--- config.mk ---
export PLATFORM = sky130hd
export DESIGN_NAME = mux_2_arbiter
export DESIGN_NICKNAME = d
export VERILOG_FILES = /design/src/rtl/mux_2_arbiter.sv
export SDC_FILE = /design/constraint.sdc
export NUM_CORES = 1
export LEC_CHECK = 0
export BUFFER_PORTS_ARGS = -buffer_cell sky130_fd_sc_hd__buf_4
export CAP_MARGIN = 40
export CORE_MARGIN = 3
export CORE_UTILIZATION = 30
export DETAILED_ROUTE_END_ITERATION = 8
export MAX_ROUTING_LAYER = met4
export PLACE_DENSITY = 0.7
export SLEW_MARGIN = 25
export SYNTH_ARGS = -nofsm -noshare
export SYNTH_HDL_FRONTEND = slang
export SYNTH_SLANG_ARGS = --single-unit
export TNS_END_PERCENT = 10
--- constraint.sdc ---
create_clock -name clk -period 1.4 [get_ports clk]
set_input_delay 0.14 -clock clk [delete_from_list [all_inputs] [get_ports clk]]
set_output_delay 0.14 -clock clk [all_outputs]
set_load 0.01 [all_outputs]
--- src/rtl/mux_2_arbiter.sv ---
// mux_2_arbiter: two-input round-robin arbiter with a one-entry registered output stage; `MUX_ARB_LAST_EN adds last flags and a packet-lock FSM
module mux_2_arbiter #(
  parameter int WIDTH = 8
) (
  input  logic             clk,
  input  logic             rst_n,
  input  logic             a_valid,
  input  logic [WIDTH-1:0] a_data,
  output logic             a_ready,
  input  logic             b_valid,
  input  logic [WIDTH-1:0] b_data,
  output logic             b_ready,
  output logic             sel,
  output logic             out_valid,
  output logic [WIDTH-1:0] out_data,
`ifdef MUX_ARB_LAST_EN
  input  logic             a_last,
  input  logic             b_last,
  output logic             out_last,
`endif
  input  logic             out_ready
);
  logic             out_valid_q, out_valid_d;
  logic [WIDTH-1:0] out_data_q, out_data_d;
  logic             sel_q, sel_d;
  logic             last_grant_q, last_grant_d;
  logic             load_en, a_ok, b_ok, gnt_b, acc;
`ifdef MUX_ARB_LAST_EN
  typedef enum logic [1:0] {OPEN, LOCK_A, LOCK_B} state_t;
  state_t state_q, state_d;
  logic   out_last_q, out_last_d, g_last;
`endif
  always_comb begin
    load_en      = rst_n && (!out_valid_q || out_ready);
`ifdef MUX_ARB_LAST_EN
    a_ok         = a_valid && state_q != LOCK_B;
    b_ok         = b_valid && state_q != LOCK_A;
`else
    a_ok         = a_valid;
    b_ok         = b_valid;
`endif
    gnt_b        = b_ok && (!a_ok || !last_grant_q);
    acc          = load_en && (a_ok || b_ok);
    a_ready      = load_en && a_ok && !gnt_b;
    b_ready      = load_en && gnt_b;
    out_valid_d  = acc || (out_valid_q && !out_ready);
    out_data_d   = acc ? (gnt_b ? b_data : a_data) : out_data_q;
    sel_d        = acc ? gnt_b : sel_q;
    last_grant_d = acc ? gnt_b : last_grant_q;
`ifdef MUX_ARB_LAST_EN
    g_last       = gnt_b ? b_last : a_last;
    out_last_d   = acc ? g_last : out_last_q;
    state_d      = !acc ? state_q : g_last ? OPEN : gnt_b ? LOCK_B : LOCK_A;
`endif
  end
  always_ff @(posedge clk or negedge rst_n) begin
    if (!rst_n) begin
      out_valid_q  <= 1'b0;
      out_data_q   <= '0;
      sel_q        <= 1'b0;
      last_grant_q <= 1'b1;
`ifdef MUX_ARB_LAST_EN
      out_last_q   <= 1'b0;
      state_q      <= OPEN;
`endif
    end else begin
      out_valid_q  <= out_valid_d;
      out_data_q   <= out_data_d;
      sel_q        <= sel_d;
      last_grant_q <= last_grant_d;
`ifdef MUX_ARB_LAST_EN
      out_last_q   <= out_last_d;
      state_q      <= state_d;
`endif
    end
  end
  assign out_valid = out_valid_q;
  assign out_data  = out_data_q;
  assign sel       = sel_q;
`ifdef MUX_ARB_LAST_EN
  assign out_last  = out_last_q;
`endif
endmodule

### After elaboration in Yosys (flattened, before gate mapping)

Index checks and enable logic that the tools add are counted.

* flip-flop bits (word level): 11
* bits of input ports: 21
* output and inout bits: 12
* word-level logic and storage cells: 21

* multiplexer cells: 1
* reductions and logical operators: 16

Operators with widths (number)
* $mux W8: 1
* $logic_and A1 B1 Y1: 7
* $logic_not A1 Y1: 5
* $logic_or A1 B1 Y1: 4

### Depth between registers and ports, before layout

Gate-level depths: netlist (run 1).

* depth after elaboration: 5
* gate-level depth with buffers: 5
* mapped depth without buffers: 3

### Least setup slack after synthesis (run 1)

Ideal clock, no wire load.

* path type: flip-flop to flip-flop
* start point: reg last_grant_q
* end point: reg sel_q (netlist: sel)
* library setup time: 119 ps
* arrival time: 1059 ps
* data required time: 1281 ps
* setup slack: 221 ps
* cell stages (with the launch flop): 5
* path buffers: 1
* clock period less this slack: 1179 ps
* cells stage by stage: dfstp_2 > nand2b_1 > buf_2 > and4_4 > nor2_1

* cells in the longest elaborated chain, start to end: 3

Ends and longest elaborated chain
* start, declared: RTL line 26 `logic last_grant_q, last_grant_d;`
* start signal, assigned: RTL line 70 `last_grant_q <= last_grant_d;`
* $logic_not A1 Y1: RTL line 42 `gnt_b = b_ok && (!a_ok || !last_grant_q);`
* $logic_or A1 B1 Y1: RTL line 42
* $logic_and A1 B1 Y1: RTL line 42
* end signal, assigned: RTL line 69 `sel_q <= sel_d;`
* end, declared: RTL line 25 `logic sel_q, sel_d;`

No other way between the ends.
A chain may end at the register's enable or synchronous reset.

### Final worst setup path (run 1)

* start point: reg last_grant_q
* end point: out a_ready

* cells in the longest elaborated chain, start to end: 5

Ends and longest elaborated chain
* $logic_not A1 Y1: RTL line 42
* $logic_or A1 B1 Y1: RTL line 42
* $logic_and A1 B1 Y1: RTL line 42
* $logic_not A1 Y1: RTL line 44 `a_ready = load_en && a_ok && !gnt_b;`
* $logic_and A1 B1 Y1: RTL line 44
* end, declared: RTL line 9 `output logic a_ready,`

No other way between the ends.

==> results of run 1 <==
how the worst max path moves through the flow:
stage	start	endpoint	slack [ns]	cells after the start
after floorplan	last_grant_q$_DFFE_PN1P_	sel$_DFFE_PN0P_	0.22	4
after global placement	out_valid$_DFF_PN0_	out_data[0]$_DFFE_PN0P_	0.19	3
after detailed placement	out_valid$_DFF_PN0_	out_data[6]$_DFFE_PN0P_	0.12	3
after CTS	last_grant_q$_DFFE_PN1P_	b_ready	0.01	4
after global routing	last_grant_q$_DFFE_PN1P_	a_ready	-0.01	3
final	last_grant_q$_DFFE_PN1P_	a_ready	0.02	3
layer usage:
layer	part of all wire (%)	vias up	global-route usage [%]	wire length (µm)
li1	-	289	-	-
met1	44	280	19.9	709
met2	46	23	20.4	742
met3	8.8	2	4.15	142
met4	0.75	0	6.73	12
met5	0	-	-	0
critical path, stage by stage (launching register included):
cell,delay [ns]
dfstp_2,0.54
nand2b_4,0.12
and4_4,0.21
buf_6,0.10
sequential cells by signal (all words and copies together) (netlist names):
signal / count
last_grant_q: 1
out_valid: 1
sel: 1
out_data: 8
cell families after synthesis:
kind of cell	synth area share, %
AO/OA/AOI/OAI	21.7
AND/OR/NAND/NOR	26.4
buffers and inverters	5.27
flip-flops	46.6
timing repair:
action,in CTS,in global routing
gates cloned,0,0
pin swaps,1,1
hold endpoints to repair,10,0
resized for setup,3,1
hold buffers,2,0
buffers inserted,2,2
endpoints found under the setup margin,2,2
placed cells by master, fill, tap and decap left out:
master / n
a41oi_1: 1
a31oi_1: 2
nand2_1: 2
buf_6: 1
dfrtp_1: 10
dfstp_2: 1
o221a_2: 8
buf_4: 38
clkbuf_1: 1
nand2b_4: 2
inv_1: 1
dlygate4sd3_1: 2
nand4_1: 8
o211a_2: 1
nand4_4: 1
nor2_1: 1
nor2b_1: 8
and4_4: 1
clkbuf_4: 3
o211ai_1: 1
synth_stat cells (2+ instances only):
| cell type | n | area share (%) |
|---|---|---|
| nand4_1 | 8 | 8.4 |
| buf_2 | 3 | 2.5 |
| a31oi_1 | 2 | 2.1 |
| nor2b_1 | 8 | 8.4 |
| nand2_1 | 2 | 1.3 |
| dfrtp_1 | 10 | 42 |
| o221a_2 | 8 | 15 |
| nand2b_1 | 2 | 2.1 |
through the flow:
stage	setup slack [ns]	instances	hold WS [ns]	total power, µW	util [%]
2_1_floorplan	0.221	53	-0.156	607	-
3_3_place_gp	0.193	108	0.0347	784	47.7
3_5_place_dp	0.117	108	0.0386	791	47.7
4_1_cts	0.0143	116	0.142	1040	51.9
5_1_grt	-0.0136	118	0.142	1110	53.0
6_report	0.0216	118	0.149	1040	53.0
area by class of cell:
type | count | area (µm²) | area share [%]
timing repair buffer | 41 | 317 | 33.2
inverter | 1 | 3.75 | 0.393
tap | 25 | 31.3 | 3.28
sequential | 11 | 277 | 29.0
clock buffer | 4 | 26.3 | 2.75
multi-input combinational | 36 | 300 | 31.5
power groups by stage:
stage	registers (µW)	logic, µW	clock network (µW)
2_1_floorplan	461	146	0
3_3_place_gp	437	348	0
3_5_place_dp	438	353	0
4_1_cts	431	389	225
5_1_grt	441	428	245
6_report	433	394	216
==> metrics.yaml, run 1 <==
finalSetupViolations: 0
first_global_vias: 591
die_area_um2: 2550
power.switching_uw: 305
ios: 33
final_nets: 115
cts_root_buf: "clkbuf_4"
rows: 15
p_int_uw: 737
cts.sinks: 11
holdPathStages: 2
clkPwrFrac_pct: 20.7
slew_headroom_pct: 67.1
syn_nets: 74
drc: 0
core_um2: 1800
firstDrtPassIters: 4
cp.arrival_ns: 1.24
grt.total_usage_pct: 14.8
reg2reg_slack_ns: 0.16
clk_latency_ns: 0.26
start_util_pct: 32.9
cap_violations: 0
min_path_type: "in2reg"
grt_pass1_wl_um: 2750
overflow: 0
routabilityCongestion: 0.723
areaGrowthSynthToFinish_pct: 61.0
routed_via_density: 5.03
slew_violations: 0
wl_per_cell_um: 13.6
hold_start: "a_valid"
die_w_um: 50.5
leakagePower_uw: 0.000429
synthArstFlopShare_pct: 100
synth_ff_type: "dfrtp_1"
clkTransAtPathRegs_ns: 0.07
drive_gt1_share_pct: 60.2
grt_max_degree: 18
drt_wl_total_um: 1610
dpl-instance-area_um2: 860
antenna_found_initial: 0
fp.dieH_um: 50.5
min_to: "last_grant_q$_DFFE_PN1P_"
detail-route-antenna-nets: 0
startpoint_type: "register"
worstSetupEndpointType: "output port"
ys_seq_area_share_pct: 46.6
cts_buffer_depth: 2
irDropWorstVdd_mv: 0.531
n_antenna_cell: 0
dp_hpwl_um: 1120
r2r-end: "out_data[6]$_DFFE_PN0P_"
reg2regPathDepth: 5
rr_startpoint: "last_grant_q$_DFFE_PN1P_"
synth_edf_count: 0
fin_crit_sh_pct: 98.5
combPwrFrac_pct: 37.8
fmax_ghz: 0.725
cts_max_level: 1
synth_area_um2: 593
design_area_um2: 955
io_buffers: 32
cts_tree: "built"
hold_viol: 0
syn_area_per_cell_um2: 11.2
fillers: 180
yosysWarnings: 0
setup_tns_ns: 0
powerDensity_nw_per_um2: 1090
status: "complete, no violations"
seqPwrFrac_pct: 41.5
rsz0062_at_grt: "true"
synth_seq_cells: 11
cp.required_ns: 1.26
worst-setup-path-type: "reg2out"
cts_made_buffers: 3
drtIter0Drc: 11
fin_crit_ns: 1.38
path_max_fanout: 3
yosysUniqueCellTypes: 18
syn-instance-count: 53
tightest_slew_ns: 0.491
vias: 594
p_sw_share_pct: 29.3
clock_skew_ns: 0.000354
(Power assumes the default switching activity.)
==> run 2, diff against run 1 <==
--- a/config.mk
+++ b/config.mk
@@ -6,12 +6,13 @@
 export NUM_CORES = 1
 export LEC_CHECK = 0
 export BUFFER_PORTS_ARGS = -buffer_cell sky130_fd_sc_hd__buf_4
-export CAP_MARGIN = 40
+export CAP_MARGIN = 10
 export CORE_MARGIN = 3
-export CORE_UTILIZATION = 30
+export CORE_UTILIZATION = 40
+export CTS_BUF_LIST = sky130_fd_sc_hd__clkbuf_8
 export DETAILED_ROUTE_END_ITERATION = 8
 export MAX_ROUTING_LAYER = met4
-export PLACE_DENSITY = 0.7
+export PLACE_DENSITY = 0.85
 export SLEW_MARGIN = 25
 export SYNTH_ARGS = -nofsm -noshare
 export SYNTH_HDL_FRONTEND = slang
==> metrics.yaml, run 2 (same netlist as run 1, synthesis figures left out) <==
dp_cells: 97
die_w_um: 44.5
cts_buffer_depth: 2
n_antenna_cell: 0
path_max_fanout: 4
cts.sinks: 11
detail-route-antenna-nets: 0
clock_skew_ns: 0.000518
ios: 33
path_cells: "nand2b_4 > and4_4 > buf_6"
irDropWorstVdd_mv: 0.666
cp.required_ns: 1.26
setup_tns_ns: 0
fp.dieH_um: 44.5
cp.arrival_ns: 1.23
routed_via_density: 5.51
worst-setup-path-type: "reg2out"
clkTransAtPathRegs_ns: 0.05
drive_gt1_share_pct: 59.8
finalSetupViolations: 0
cts_max_level: 1
hold_viol: 0
min_path_type: "in2reg"
wl_per_cell_um: 16.2
leakagePower_uw: 0.000436
largest_reg_flops: 8
fmax_ghz: 0.730
final_cell_mix: "37 x buf_4, 10 x dfrtp_1, 8 x nor2b_1, 8 x nand4_1, 8 x o221a_2"
drc: 0
io_buffers: 32
cts_made_buffers: 3
status: "complete, no violations"
drt_wl_total_um: 1730
slew_violations: 0
first_global_vias: 557
final_nets: 114
vias: 590
final_common_cell: "buf_4"
slew_headroom_pct: 68.4
powerDensity_nw_per_um2: 1190
antenna_found_initial: 0
cts_tree: "built"
clk_latency_ns: 0.23
rsz0062_at_grt: "true"
cpMaxStageDelayCell: "dfstp_2"
worstSetupEndpointType: "output port"
rows: 13
cts_root_buf: "clkbuf_8"
startpoint_type: "register"
dp_hpwl_um: 1150
cap_violations: 0
firstDrtPassIters: 4
areaGrowthSynthToFinish_pct: 60.8
finalNonFillerCells: 107
critical_path.max_stage_delay_ns: 0.55
fin_crit_sh_pct: 97.9
grt_max_degree: 18
drtIter0Drc: 10
overflow: 0
core_um2: 1350
tightest_slew_ns: 0.473
grt_pass1_wl_um: 2530
start_util_pct: 43.9
fin_crit_ns: 1.37
grt.total_usage_pct: 18.7
routabilityCongestion: 0.701
die_area_um2: 1980
[run 2: metrics by stage]
stage / total power [µW] / hold slack, ns / setup slack, ns / utilization [%] / area [µm²]
after floorplan: 607 / -0.156 / 0.221 / - / 593
after global placement: 779 / 0.0321 / 0.0855 / 62.2 / 840
after detailed placement: 792 / 0.0400 / 0.0568 / 62.2 / 840
after CTS: 1130 / 0.186 / 0.00222 / 68.0 / 918
after global routing: 1190 / 0.186 / -0.00981 / 70.6 / 953
final: 1130 / 0.187 / 0.0298 / 70.6 / 953
[run 2: final cells by class]
cell class,count,area [µm²]
timing repair buffer,40,309
sequential,11,277
inverter,1,3.75
multi-input combinational,36,300
clock inverter,1,3.75
fill,118,397
clock buffer,3,41.3
tap,15,18.8
[run 2: final timing paths]
kind	from	to	slack [ns]	depth (start not counted)
max in group asynchronous	rst_n	out_data[4]$_DFFE_PN0P_	0.54	2
worst max-delay path	last_grant_q$_DFFE_PN1P_	a_ready	0.03	3
min in group asynchronous	rst_n	out_data[0]$_DFFE_PN0P_	0.54	2
worst min register to register	sel$_DFFE_PN0P_	sel$_DFFE_PN0P_	0.51	2
worst max register to register	out_valid$_DFF_PN0_	out_data[7]$_DFFE_PN0P_	0.15	4
worst min-delay path	a_valid	last_grant_q$_DFFE_PN1P_	0.19	2
[run 2: timing repair]
action / in CTS / in global routing
endpoints found under the setup margin: 2 / 2
endpoints found under the hold margin: 10 / 0
hold buffers: 2 / 0
gates resized for setup: 3 / 1
pin swaps: 0 / 2
setup buffers: 0 / 4
[run 2: per-layer routing]
layer	up-vias	GRT usage [%]	wire length, µm
li1	290	-	-
met1	279	20.6	708
met2	19	30.1	900
met3	2	4.88	105
met4	0	10.8	16
met5	-	-	0
[run 2: power breakdown]
group / switching (µW) / total (µW) / internal, µW
clock network: 114 / 306 / 192
logic: 157 / 384 / 227
registers: 47.3 / 440 / 393
[run 2: critical path: cells and delay by family, from the launching register on]
kind                   cells  cell delay, ns
buffers and inverters      1            0.10
flip-flops                 1            0.55
AND/OR/NAND/NOR            2            0.35
==> run 3, diff against run 2 <==
--- a/config.mk
+++ b/config.mk
@@ -8,11 +8,11 @@
 export BUFFER_PORTS_ARGS = -buffer_cell sky130_fd_sc_hd__buf_4
 export CAP_MARGIN = 10
 export CORE_MARGIN = 3
-export CORE_UTILIZATION = 40
+export CORE_UTILIZATION = 35
 export CTS_BUF_LIST = sky130_fd_sc_hd__clkbuf_8
 export DETAILED_ROUTE_END_ITERATION = 8
 export MAX_ROUTING_LAYER = met4
-export PLACE_DENSITY = 0.85
+export PLACE_DENSITY = 0.78
 export SLEW_MARGIN = 25
 export SYNTH_ARGS = -nofsm -noshare
 export SYNTH_HDL_FRONTEND = slang
==> metrics.yaml, run 3 (same netlist as run 1, synthesis figures left out) <==
status: "complete, no violations"
powerDensity_nw_per_um2: 1190
final_util_pct: 60.9
routabilityCongestion: 0.752
dp_hpwl_um: 1130
cts_root_buf: "clkbuf_8"
clk_latency_ns: 0.24
clock_skew_ns: 0.00119
drive_gt1_share_pct: 59.8
register_area_um2: 277
grt_pass1_wl_um: 2390
startpoint_type: "register"
irDropWorstVdd_mv: 0.715
drtIter0Drc: 11
fp.dieH_um: 47.2
finalSetupViolations: 0
worstSetupEndpointType: "output port"
cts_max_level: 1
wl_per_cell_um: 15.0
fillers: 143
p_sw_share_pct: 27.9
n_antenna_cell: 0
areaGrowthSynthToFinish_pct: 60.1
leakagePower_uw: 0.000432
cp.required_ns: 1.26
cts_buffer_depth: 2
final_nets: 114
clkTransAtPathRegs_ns: 0.05
io_buffers: 32
drt_wl_total_um: 1620
cts_made_buffers: 3
largest_reg_flops: 8
cp.arrival_ns: 1.23
postLayoutSetupSlackWorst_ns: 0.0269
rows: 14
dp_slack_ns: 0.102
rsz0062_at_grt: "true"
cts.sinks: 11
die_w_um: 47.2
hold_viol: 0
combPwrFrac_pct: 34.1
drc: 0
vias: 581
min_path_type: "in2reg"
multi_input_area_um2: 295
seqPwrFrac_pct: 38.4
firstDrtPassIters: 4
core_um2: 1560
final_cell_mix: "37 x buf_4, 10 x dfrtp_1, 8 x nor2b_1, 8 x nand4_1, 8 x o221a_2"
fin_crit_sh_pct: 98.1
start_util_pct: 38.0
path_max_fanout: 4
detail-route-antenna-nets: 0
cts_tree: "built"
power.switching_uw: 314
antenna_found_initial: 0
p_int_uw: 813
setup_tns_ns: 0
overflow: 0
worst-setup-path-type: "reg2out"
fmax_ghz: 0.728
routed_via_density: 5.38
slew_violations: 0
slew_headroom_pct: 69.3
tightest_slew_ns: 0.459
grt_max_degree: 18
die_area_um2: 2220
fin_crit_ns: 1.37
clkPwrFrac_pct: 27.5
final_common_cell: "buf_4"
first_global_vias: 532
ios: 33
grt.total_usage_pct: 16.6
cap_violations: 0
==> run 3: repair_timing <==
action	in CTS	in global routing
setup endpoints to repair	2	1
hold endpoints to repair	10	0
hold buffers	2	0
setup buffers	0	3
pin swaps	1	0
gates resized for setup	3	0
==> run 3: layout make-up <==
cell class	count	area share, %
Timing Repair Buffer	40	32.5
Sequential cell	11	29.1
Clock inverter	1	0.395
Inverter	1	0.395
Clock buffer	3	4.35
Tap cell	16	2.11
Multi-Input combinational cell	36	31.1
==> run 3: final timing paths <==
check                                              start                       end  slack, ns  cells after the start
worst max-delay path            last_grant_q$_DFFE_PN1P_                   a_ready       0.03                      3
max in group asynchronous                          rst_n   out_data[1]$_DFFE_PN0P_       0.55                      2
worst max register to register  last_grant_q$_DFFE_PN1P_   out_data[0]$_DFFE_PN0P_       0.17                      5
worst min-delay path                             a_valid  last_grant_q$_DFFE_PN1P_       0.17                      2
min in group asynchronous                          rst_n   out_data[4]$_DFFE_PN0P_       0.53                      2
worst min register to register           sel$_DFFE_PN0P_           sel$_DFFE_PN0P_       0.49                      2
==> run 3: metal layers <==
layer / GRT usage (%) / part of all wire [%] / vias to the layer above
met5: - / 0 / -
met4: 4.97 / 1.2 / 0
met3: 10.7 / 10 / 2
met2: 25.5 / 48 / 23
met1: 17.6 / 41 / 270
li1: - / - / 286
==> run 3: stage by stage <==
step                      total power [µW]  area (µm²)  instances  hold WS [ns]
final                                 1130         950        108         0.173
after global routing                  1200         950        108         0.172
after CTS                             1120         927        105         0.176
after detailed placement               793         848         99        0.0384
after global placement                 785         848         99        0.0345
after floorplan                        607         593         53        -0.156
==> run 3: power groups by stage <==
stage               clock (µW)  combinational [µW]  sequential (µW)
floorplan                    0                 146              461
global placement             0                 350              436
detailed placement           0                 355              437
CTS                        319                 372              433
global route               346                 415              440
finish                     310                 385              433
==> run 3: worst max-delay path, stage by stage, from the launching register on <==
cell and delay [ns]:
dfstp_2 0.54, nand2b_4 0.13, and4_4 0.22, buf_6 0.10
